--- config.mk ---
export PLATFORM = sky130hd
export DESIGN_NAME = car_speed_ctrl_n
export DESIGN_NICKNAME = d
export VERILOG_FILES = /design/src/rtl/car_speed_ctrl_n.sv
export SDC_FILE = /design/constraint.sdc
export NUM_CORES = 1
export LEC_CHECK = 0
export ABC_AREA = 1
export CAP_MARGIN = 30
export CORE_MARGIN = 5
export CORE_UTILIZATION = 50
export DETAILED_ROUTE_END_ITERATION = 8
export DONT_BUFFER_PORTS = 1
export PLACE_DENSITY_LB_ADDON = 0.25
export SLEW_MARGIN = 25
export SYNTH_ARGS = -nofsm -noshare
export SYNTH_HDL_FRONTEND = slang
export SYNTH_SLANG_ARGS = --single-unit
--- constraint.sdc ---
create_clock -name clock_i -period 5.3 [get_ports clock_i]
set_input_delay 1.325 -clock clock_i [delete_from_list [all_inputs] [get_ports clock_i]]
set_output_delay 1.325 -clock clock_i [all_outputs]
set_load 0.01 [all_outputs]
--- src/rtl/car_speed_ctrl_n.sv ---
// N-level car speed controller with hold-qualified accelerate/brake stepping,
// a cruise-hold mode and an emergency-stop lockout.
module car_speed_ctrl_n #(
  parameter int unsigned SPEED_W   = 3,
  parameter int unsigned MAX_SPEED = 5,
  parameter int unsigned ACC_HOLD  = 4,
  parameter int unsigned BRK_HOLD  = 2,
  parameter int unsigned CNT_W     = 8
) (
  input  logic               clock_i,
  input  logic               keys_i,
  input  logic               accelerate_i,
  input  logic               brake_i,
  input  logic               cruise_set_i,
  input  logic               cruise_cancel_i,
  input  logic               estop_i,
  output logic [SPEED_W-1:0] speed_o,
  output logic               cruise_active_o,
  output logic               at_max_o,
  output logic               locked_o
);

  localparam logic [SPEED_W-1:0] SPEED_MAX = SPEED_W'(MAX_SPEED);
  localparam logic [SPEED_W-1:0] SPEED_ONE = SPEED_W'(1);
  localparam logic [CNT_W-1:0]   ACC_LAST  = CNT_W'(ACC_HOLD - 1);
  localparam logic [CNT_W-1:0]   BRK_LAST  = CNT_W'(BRK_HOLD - 1);
  localparam logic [CNT_W-1:0]   CNT_ONE   = CNT_W'(1);

  typedef enum logic [1:0] {
    ST_IDLE   = 2'd0,
    ST_MANUAL = 2'd1,
    ST_CRUISE = 2'd2,
    ST_ESTOP  = 2'd3
  } state_e;

  typedef enum logic [1:0] {
    REQ_NONE = 2'd0,
    REQ_ACC  = 2'd1,
    REQ_BRK  = 2'd2
  } req_e;

  state_e             state_q, state_d;
  req_e               req_q, req_d;
  req_e               win_c;
  logic [SPEED_W-1:0] speed_q, speed_d;
  logic [CNT_W-1:0]   cnt_q, cnt_d;
  logic [CNT_W-1:0]   eff_cnt_c;
  logic               acc_step_c, brk_step_c;
  logic               cruise_q, cruise_d;
  logic               locked_q, locked_d;
  logic               at_max_q, at_max_d;

  // State, speed, hold counter and registered status flags
  always_ff @(posedge clock_i or negedge keys_i) begin
    if (!keys_i) begin
      state_q  <= ST_IDLE;
      req_q    <= REQ_NONE;
      speed_q  <= '0;
      cnt_q    <= '0;
      cruise_q <= 1'b0;
      locked_q <= 1'b0;
      at_max_q <= 1'b0;
    end else begin
      state_q  <= state_d;
      req_q    <= req_d;
      speed_q  <= speed_d;
      cnt_q    <= cnt_d;
      cruise_q <= cruise_d;
      locked_q <= locked_d;
      at_max_q <= at_max_d;
    end
  end

  // Next-state, stepping and counter logic
  always_comb begin
    state_d = state_q;
    speed_d = speed_q;
    cnt_d   = '0;
    req_d   = REQ_NONE;

    // Brake outranks accelerate; a change of winner restarts the hold count
    if (brake_i)           win_c = REQ_BRK;
    else if (accelerate_i) win_c = REQ_ACC;
    else                   win_c = REQ_NONE;
    eff_cnt_c  = (win_c == req_q) ? cnt_q : '0;
    acc_step_c = (eff_cnt_c == ACC_LAST);
    brk_step_c = (eff_cnt_c == BRK_LAST);

    if (estop_i) begin
      state_d = ST_ESTOP;
      speed_d = '0;
    end else begin
      unique case (state_q)
        ST_IDLE: begin
          if (!brake_i && accelerate_i) begin
            req_d = REQ_ACC;
            if (acc_step_c) begin
              speed_d = SPEED_ONE;
              state_d = ST_MANUAL;
            end else begin
              cnt_d = eff_cnt_c + CNT_ONE;
            end
          end
        end
        ST_MANUAL: begin
          if (brake_i) begin
            if (speed_q != '0) begin
              req_d = REQ_BRK;
              if (brk_step_c) begin
                speed_d = speed_q - SPEED_ONE;
                if (speed_q == SPEED_ONE) state_d = ST_IDLE;
              end else begin
                cnt_d = eff_cnt_c + CNT_ONE;
              end
            end
          end else if (accelerate_i) begin
            if (speed_q < SPEED_MAX) begin
              req_d = REQ_ACC;
              if (acc_step_c) speed_d = speed_q + SPEED_ONE;
              else            cnt_d   = eff_cnt_c + CNT_ONE;
            end
          end else if (cruise_set_i) begin
            state_d = ST_CRUISE;
          end
        end
        ST_CRUISE: begin
          if (brake_i || cruise_cancel_i) state_d = ST_MANUAL;
        end
        ST_ESTOP: begin
          if (!brake_i && !accelerate_i) state_d = ST_IDLE;
        end
        default: begin
          state_d = ST_IDLE;
          speed_d = '0;
        end
      endcase
    end

    cruise_d = (state_d == ST_CRUISE);
    locked_d = (state_d == ST_ESTOP);
    at_max_d = (speed_d == SPEED_MAX);
  end

  assign speed_o         = speed_q;
  assign cruise_active_o = cruise_q;
  assign at_max_o        = at_max_q;
  assign locked_o        = locked_q;

endmodule
==> results of run 1 <==
[layout make-up]
class | instances | area (sq um)
clock buffers | 4 | 36.3
inverters | 28 | 113
multi-input cells | 115 | 719
fillers | 233 | 1120
flip-flops and latches | 18 | 450
well taps | 30 | 37.5
[placed cells by master, fill, tap and decap left out, drive strengths merged]
cell	netlist	final
nor2	25	25
a21oi	4	4
o22ai	1	1
nand4	4	4
o221ai	1	1
nor4	1	1
nand2	35	35
a31oi	2	2
xor2	4	4
o21a	1	1
clkbuf	0	4
ha	7	7
a311oi	1	1
inv	28	28
o211ai	5	5
o21ai	3	3
nor3	5	5
dfrtp	18	18
xnor2	1	1
nand3	15	15
[cells in the mapped netlist, drive strengths merged]
master | n | area, sq um
nor4 | 1 | 12.5
dfrtp | 18 | 450
a31oi | 2 | 12.5
inv | 28 | 113
xnor2 | 1 | 16.3
o221ai | 1 | 8.76
a311oi | 1 | 8.76
o21ai | 3 | 15.0
ha | 7 | 87.6
nor2 | 25 | 126
buf | 1 | 11.3
nand4 | 4 | 25.0
a21oi | 4 | 31.3
o22ai | 1 | 6.26
o21a | 1 | 7.51
nand3 | 15 | 80.1
nor3 | 5 | 30.0
nand2 | 35 | 169
xor2 | 4 | 35.0
o211ai | 5 | 47.5
[metal layers]
layer	vias up	share of wire, %	routed length (um)	GRT usage (%)
met3	8	9.0	253	3.40
li1	528	-	-	-
met5	-	0	0	0
met4	0	1.3	36	4.95
met1	514	45	1290	25.6
met2	59	44	1250	26.4
[worst max-delay path, cell delays in order]
cell	delay [ns]
xnor2_2	0.25
nand2_2	0.18
nor2_1	0.23
ha_1	0.25
nand2_1	0.10
nor2_4	0.19
inv_1	0.06
ha_1	0.26
nor2_1	0.04
o21ai_0	0.15
inv_1	0.09
a21oi_4	0.16
nand2_2	0.07
nor2_2	0.09
[logic make-up after synthesis]
kind of cell | Yosys count | share of synthesized area, %
and+or+nand+nor | 85 | 34.2
buffers and inverters | 29 | 9.57
AOI/OAI and AO/OA | 18 | 10.6
DFF | 18 | 34.8
adders and majority gates | 7 | 6.77
xor gates and xnor gates | 5 | 3.97
[power by group through the flow]
stage / combinational [mW] / sequential [mW] / clock, mW
6_report: 0.0748 / 0.159 / 0.0876
3_3_place_gp: 0.0718 / 0.162 / 0
3_5_place_dp: 0.0735 / 0.162 / 0
2_1_floorplan: 0.0623 / 0.159 / 0
4_1_cts: 0.0740 / 0.160 / 0.0909
5_1_grt: 0.0835 / 0.161 / 0.0973
[path summary, 6_finish.rpt]
check / to / slack, ns / cells after the start
max in group asynchronous: req_q[1] / 4.52 / 0
min in group asynchronous: locked_o / 0.70 / 0
worst min register to register: state_q[1] / 0.61 / 2
worst max-delay path: at_max_o / 2.08 / 14
worst max register to register: at_max_o / 2.68 / 14
worst min-delay path: state_q[1] / 0.61 / 2
[flip-flops by register name, indices dropped and copies added, names as in the netlist]
signal and count:
cnt_q 8, cruise_active_o 1, state_q 2, at_max_o 1, speed_o 3, req_q 2, locked_o 1
==> impl_metrics.json, run 1 <==
{
  "htreeDepth": 1,
  "synth_nets": 176,
  "cts_buffer_depth": 2,
  "worstMarginPinSlew_ns": 0.485,
  "die_area_sq_um": 3700,
  "critPathRequiredTime_ns": 5.54,
  "setup_ws_ns": 2.08,
  "finalClockSkew_ns": 0.00489,
  "peakVddDrop_v": 0.000156,
  "postLayoutCellArea_sq_um": 1360,
  "num_antenna_cells": 0,
  "power_frac_seq_pct": 49.5,
  "dpl.hpwl_um": 2160,
  "dpl-instance-area_sq_um": 1320,
  "max_freq_mhz": 310,
  "cp.arrival_ns": 3.46,
  "worstHoldStart": "state_q[1]",
  "slew-limit-headroom_pct": 67.6,
  "post-route-util_pct": 54.7,
  "cp-startpoint": "brake_i",
  "power_uw": 322,
  "postSynthCellCount": 162,
  "grt_pass1_vias": 1012,
  "final_max_slew_viol_count": 0,
  "syn_area_per_cell_sq_um": 7.99,
  "die_height_um": 60.9,
  "clockRootBuffer": "clkbuf_4",
  "die_w_um": 60.9,
  "hold_buffers": 0,
  "cts_buffers": 3,
  "cts.sinks": 18,
  "period_needed_ns": 3.22,
  "track_usage_pct": 17.6,
  "ant_nets": 0,
  "area_growth_pct": 4.84,
  "r2r_start": "req_q[1]",
  "clkLatencyLatePin_ns": 0.30,
  "fin_nets": 180,
  "power_density_nw_per_um2": 237,
  "cp_max_fo": 9,
  "globalplace.congestion": 0.911,
  "yosysUniqueCellTypes": 30,
  "initial_core_util_pct": 52.2,
  "finalNonFillerCells": 195,
  "crit_type": "in2reg",
  "status": "complete, no violations",
  "p_comb_share_pct": 23.3,
  "power.switching_uw": 110,
  "viasPerCell": 5.69,
  "cts_setup_buffers": 0,
  "hold_path.class": "reg2reg",
  "maxCapViolations": 0,
  "final_layout_size_suffix_gt1_share_pct": 17.0,
  "start_kind": "primary input",
  "first_pass_iters": 5,
  "port_buffers": 0,
  "cts_tree": "yes",
  "grt_pass1_wl_um": 4760,
  "dp.cells": 191,
  "grt_max_degree": 19,
  "clk_pin_slew_ns": 0.11,
  "via_count": 1109,
  "setup_viol": 0,
  "wl_per_cell_um": 14.5,
  "antenna_found_initial": 0,
  "ys_warn_count": 0,
  "clockPowerShare_pct": 27.2,
  "wl_um": 2830,
  "p_leak_nw": 0.604,
  "synth-seq-cells": 18,
  "drtIter0Drc": 79,
  "seq_area_frac_synth_pct": 34.8,
  "dpl_worst_slack_ns": 1.81,
  "tns_ns": 0,
  "min_period_over_period_pct": 60.8,
  "rows": 18,
  "drc": 0,
  "ctsResizeCount": 0,
  "io_pins": 13,
  "globalRouteOverflowTotal": 0,
  "crit_path_end_kind": "register",
  "syn-cell-area_sq_um": 1290,
  "switching_share_pct": 34.0,
  "rsz0062_at_grt": "false",
  "core-area_sq_um": 2480,
  "hold_violations": 0,
  "p_int_uw": 212,
  "hold_slack_ns": 0.605
}
Note: power is estimated with default switching activity, not from simulation.
==> inputs of run 2 (changes only) <==
==> constraint.sdc (replaced) <==
create_clock -name clock_i -period 3.3 [get_ports clock_i]
set_input_delay 0.825 -clock clock_i [delete_from_list [all_inputs] [get_ports clock_i]]
set_output_delay 0.825 -clock clock_i [all_outputs]
set_load 0.01 [all_outputs]
==> impl_metrics.json, run 2 (synthesized netlist as in run 1, its figures left out) <==
{
  "status": "complete, no violations",
  "hold_violations": 0,
  "globalRouteOverflowTotal": 0,
  "regMostFlops": "cnt_q",
  "post-route-util_pct": 54.7,
  "dpl-instance-area_sq_um": 1320,
  "p_comb_share_pct": 22.9,
  "crit_path_end_kind": "register",
  "globalplace.congestion": 0.911,
  "dpl.hpwl_um": 2160,
  "power_density_nw_per_um2": 384,
  "finalClockSkew_ns": 0.00392,
  "cp_max_fo": 9,
  "busiest_layer": "met2",
  "cts_setup_buffers": 0,
  "cp_cell_sequence": "xnor2_2 > nand2_2 > nor2_1 > ha_1 > nand2_1 > nor2_4 > inv_1 > ha_1 > nor2_1 > o21ai_0 > inv_1 > a21oi_4 > nand2_2 > nor2_2",
  "num_antenna_cells": 0,
  "slew-limit-headroom_pct": 65.0,
  "power.switching_uw": 180,
  "maxCapViolations": 0,
  "ant_nets": 0,
  "critPathMaxStageDelay_ns": 0.27,
  "cts_tree": "yes",
  "grtUsageMet1_pct": 25.6,
  "setup_ws_ns": 0.618,
  "wl_um": 2850,
  "hold_buffers": 0,
  "clkLatencyLatePin_ns": 0.31,
  "first_pass_iters": 4,
  "final_max_slew_viol_count": 0,
  "min_period_over_period_pct": 81.3,
  "peakVddDrop_v": 0.000256,
  "rr_worst_depth": 14,
  "final_cell_mix": "nand2_1 (26), inv_1 (25), nor2_1 (20), dfrtp_1 (18), nand3_1 (14)",
  "clk_pin_slew_ns": 0.11,
  "die_area_sq_um": 3700,
  "register_area_sq_um": 450,
  "area_growth_pct": 4.84,
  "p_int_uw": 341,
  "r2r_start": "req_q[1]",
  "clockPowerShare_pct": 28.0,
  "start_kind": "primary input",
  "htreeDepth": 1,
  "clockRootBuffer": "clkbuf_4",
  "hold_path.class": "in2async",
  "track_usage_pct": 17.9,
  "io_pins": 13,
  "drtIter0Drc": 89,
  "grt_max_degree": 19,
  "final_common_cell": "nand2_1",
  "setup_viol": 0,
  "tns_ns": 0,
  "ctsResizeCount": 0,
  "drc": 0,
  "wl_per_cell_um": 14.6,
  "die_w_um": 60.9,
  "dpl_worst_slack_ns": 0.317,
  "postLayoutCellArea_sq_um": 1360,
  "period_needed_ns": 2.68,
  "crit_path_top_delay_cell": "ha_1",
  "use_met3_pct": 3.19,
  "final_layout_size_suffix_gt1_share_pct": 17.0,
  "fillerInstances": 230,
  "timing.rr.end": "at_max_o",
  "port_buffers": 0,
  "viasPerCell": 5.57,
  "crit_type": "in2reg",
  "antenna_found_initial": 0,
  "critPathRequiredTime_ns": 3.54,
  "initial_core_util_pct": 52.2,
  "switching_share_pct": 34.5,
  "worstMarginPinSlew_ns": 0.523,
  "cts_buffer_depth": 2,
  "cts.sinks": 18,
  "grt_pass1_wl_um": 4780,
  "cp.arrival_ns": 2.93,
  "p_leak_nw": 0.604,
  "power_frac_seq_pct": 49.1,
  "multi_input_area_sq_um": 719,
  "rows": 18,
  "rsz0062_at_grt": "false",
  "cts_buffers": 3,
  "max_freq_mhz": 373,
  "via_count": 1086,
  "largest_reg_flops": 8,
  "gr-usage-met2_pct": 25.6,
  "r2r_slack_ns": 0.70,
  "grt_pass1_vias": 1021,
  "die_height_um": 60.9,
  "core-area_sq_um": 2480,
  "fin_nets": 180
}
## run 2: metrics by stage
stage	cells	hold slack [ns]	total power, mW
global placement	191	0.530	0.375
detailed placement	191	0.530	0.379
CTS	195	0.180	0.527
floorplan	162	0.529	0.356
global route	195	0.167	0.553
finish	195	0.194	0.521
## run 2: worst max-delay path by stage
stage,from,endpoint,cells past startpoint
after floorplan,brake_i,at_max_o,15
after global placement,brake_i,at_max_o,13
after detailed placement,brake_i,at_max_o,14
after CTS,brake_i,at_max_o,14
after global routing,brake_i,at_max_o,14
final,brake_i,at_max_o,14
## run 2: critical path, delay by kind of cell
| family | cells | cell delay, ns |
|---|---|---|
| adders and majority gates | 2 | 0.51 |
| buffers and inverters | 2 | 0.15 |
| xor gates and xnor gates | 1 | 0.25 |
| AOI/OAI and AO/OA | 2 | 0.32 |
| and+or+nand+nor | 7 | 0.88 |
## run 2: layer usage
layer,up-vias,share of wire (%)
met3,6,6.9
met4,0,2.4
met5,-,0
met2,38,44
li1,533,-
met1,509,47
## run 2: power groups by stage
stage	Combinational [mW]	Clock (mW)	Sequential [mW]
4_1_cts	0.119	0.151	0.257
3_3_place_gp	0.115	0	0.260
5_1_grt	0.134	0.161	0.259
6_report	0.119	0.146	0.256
2_1_floorplan	0.100	0	0.255
3_5_place_dp	0.118	0	0.261
## run 2: final cells by class
class                      count  area share (%)
clock buffer                   4            2.68
tap                           30            2.77
multi-input combinational    115            53.0
sequential                    18            33.2
inverter                      28            8.30
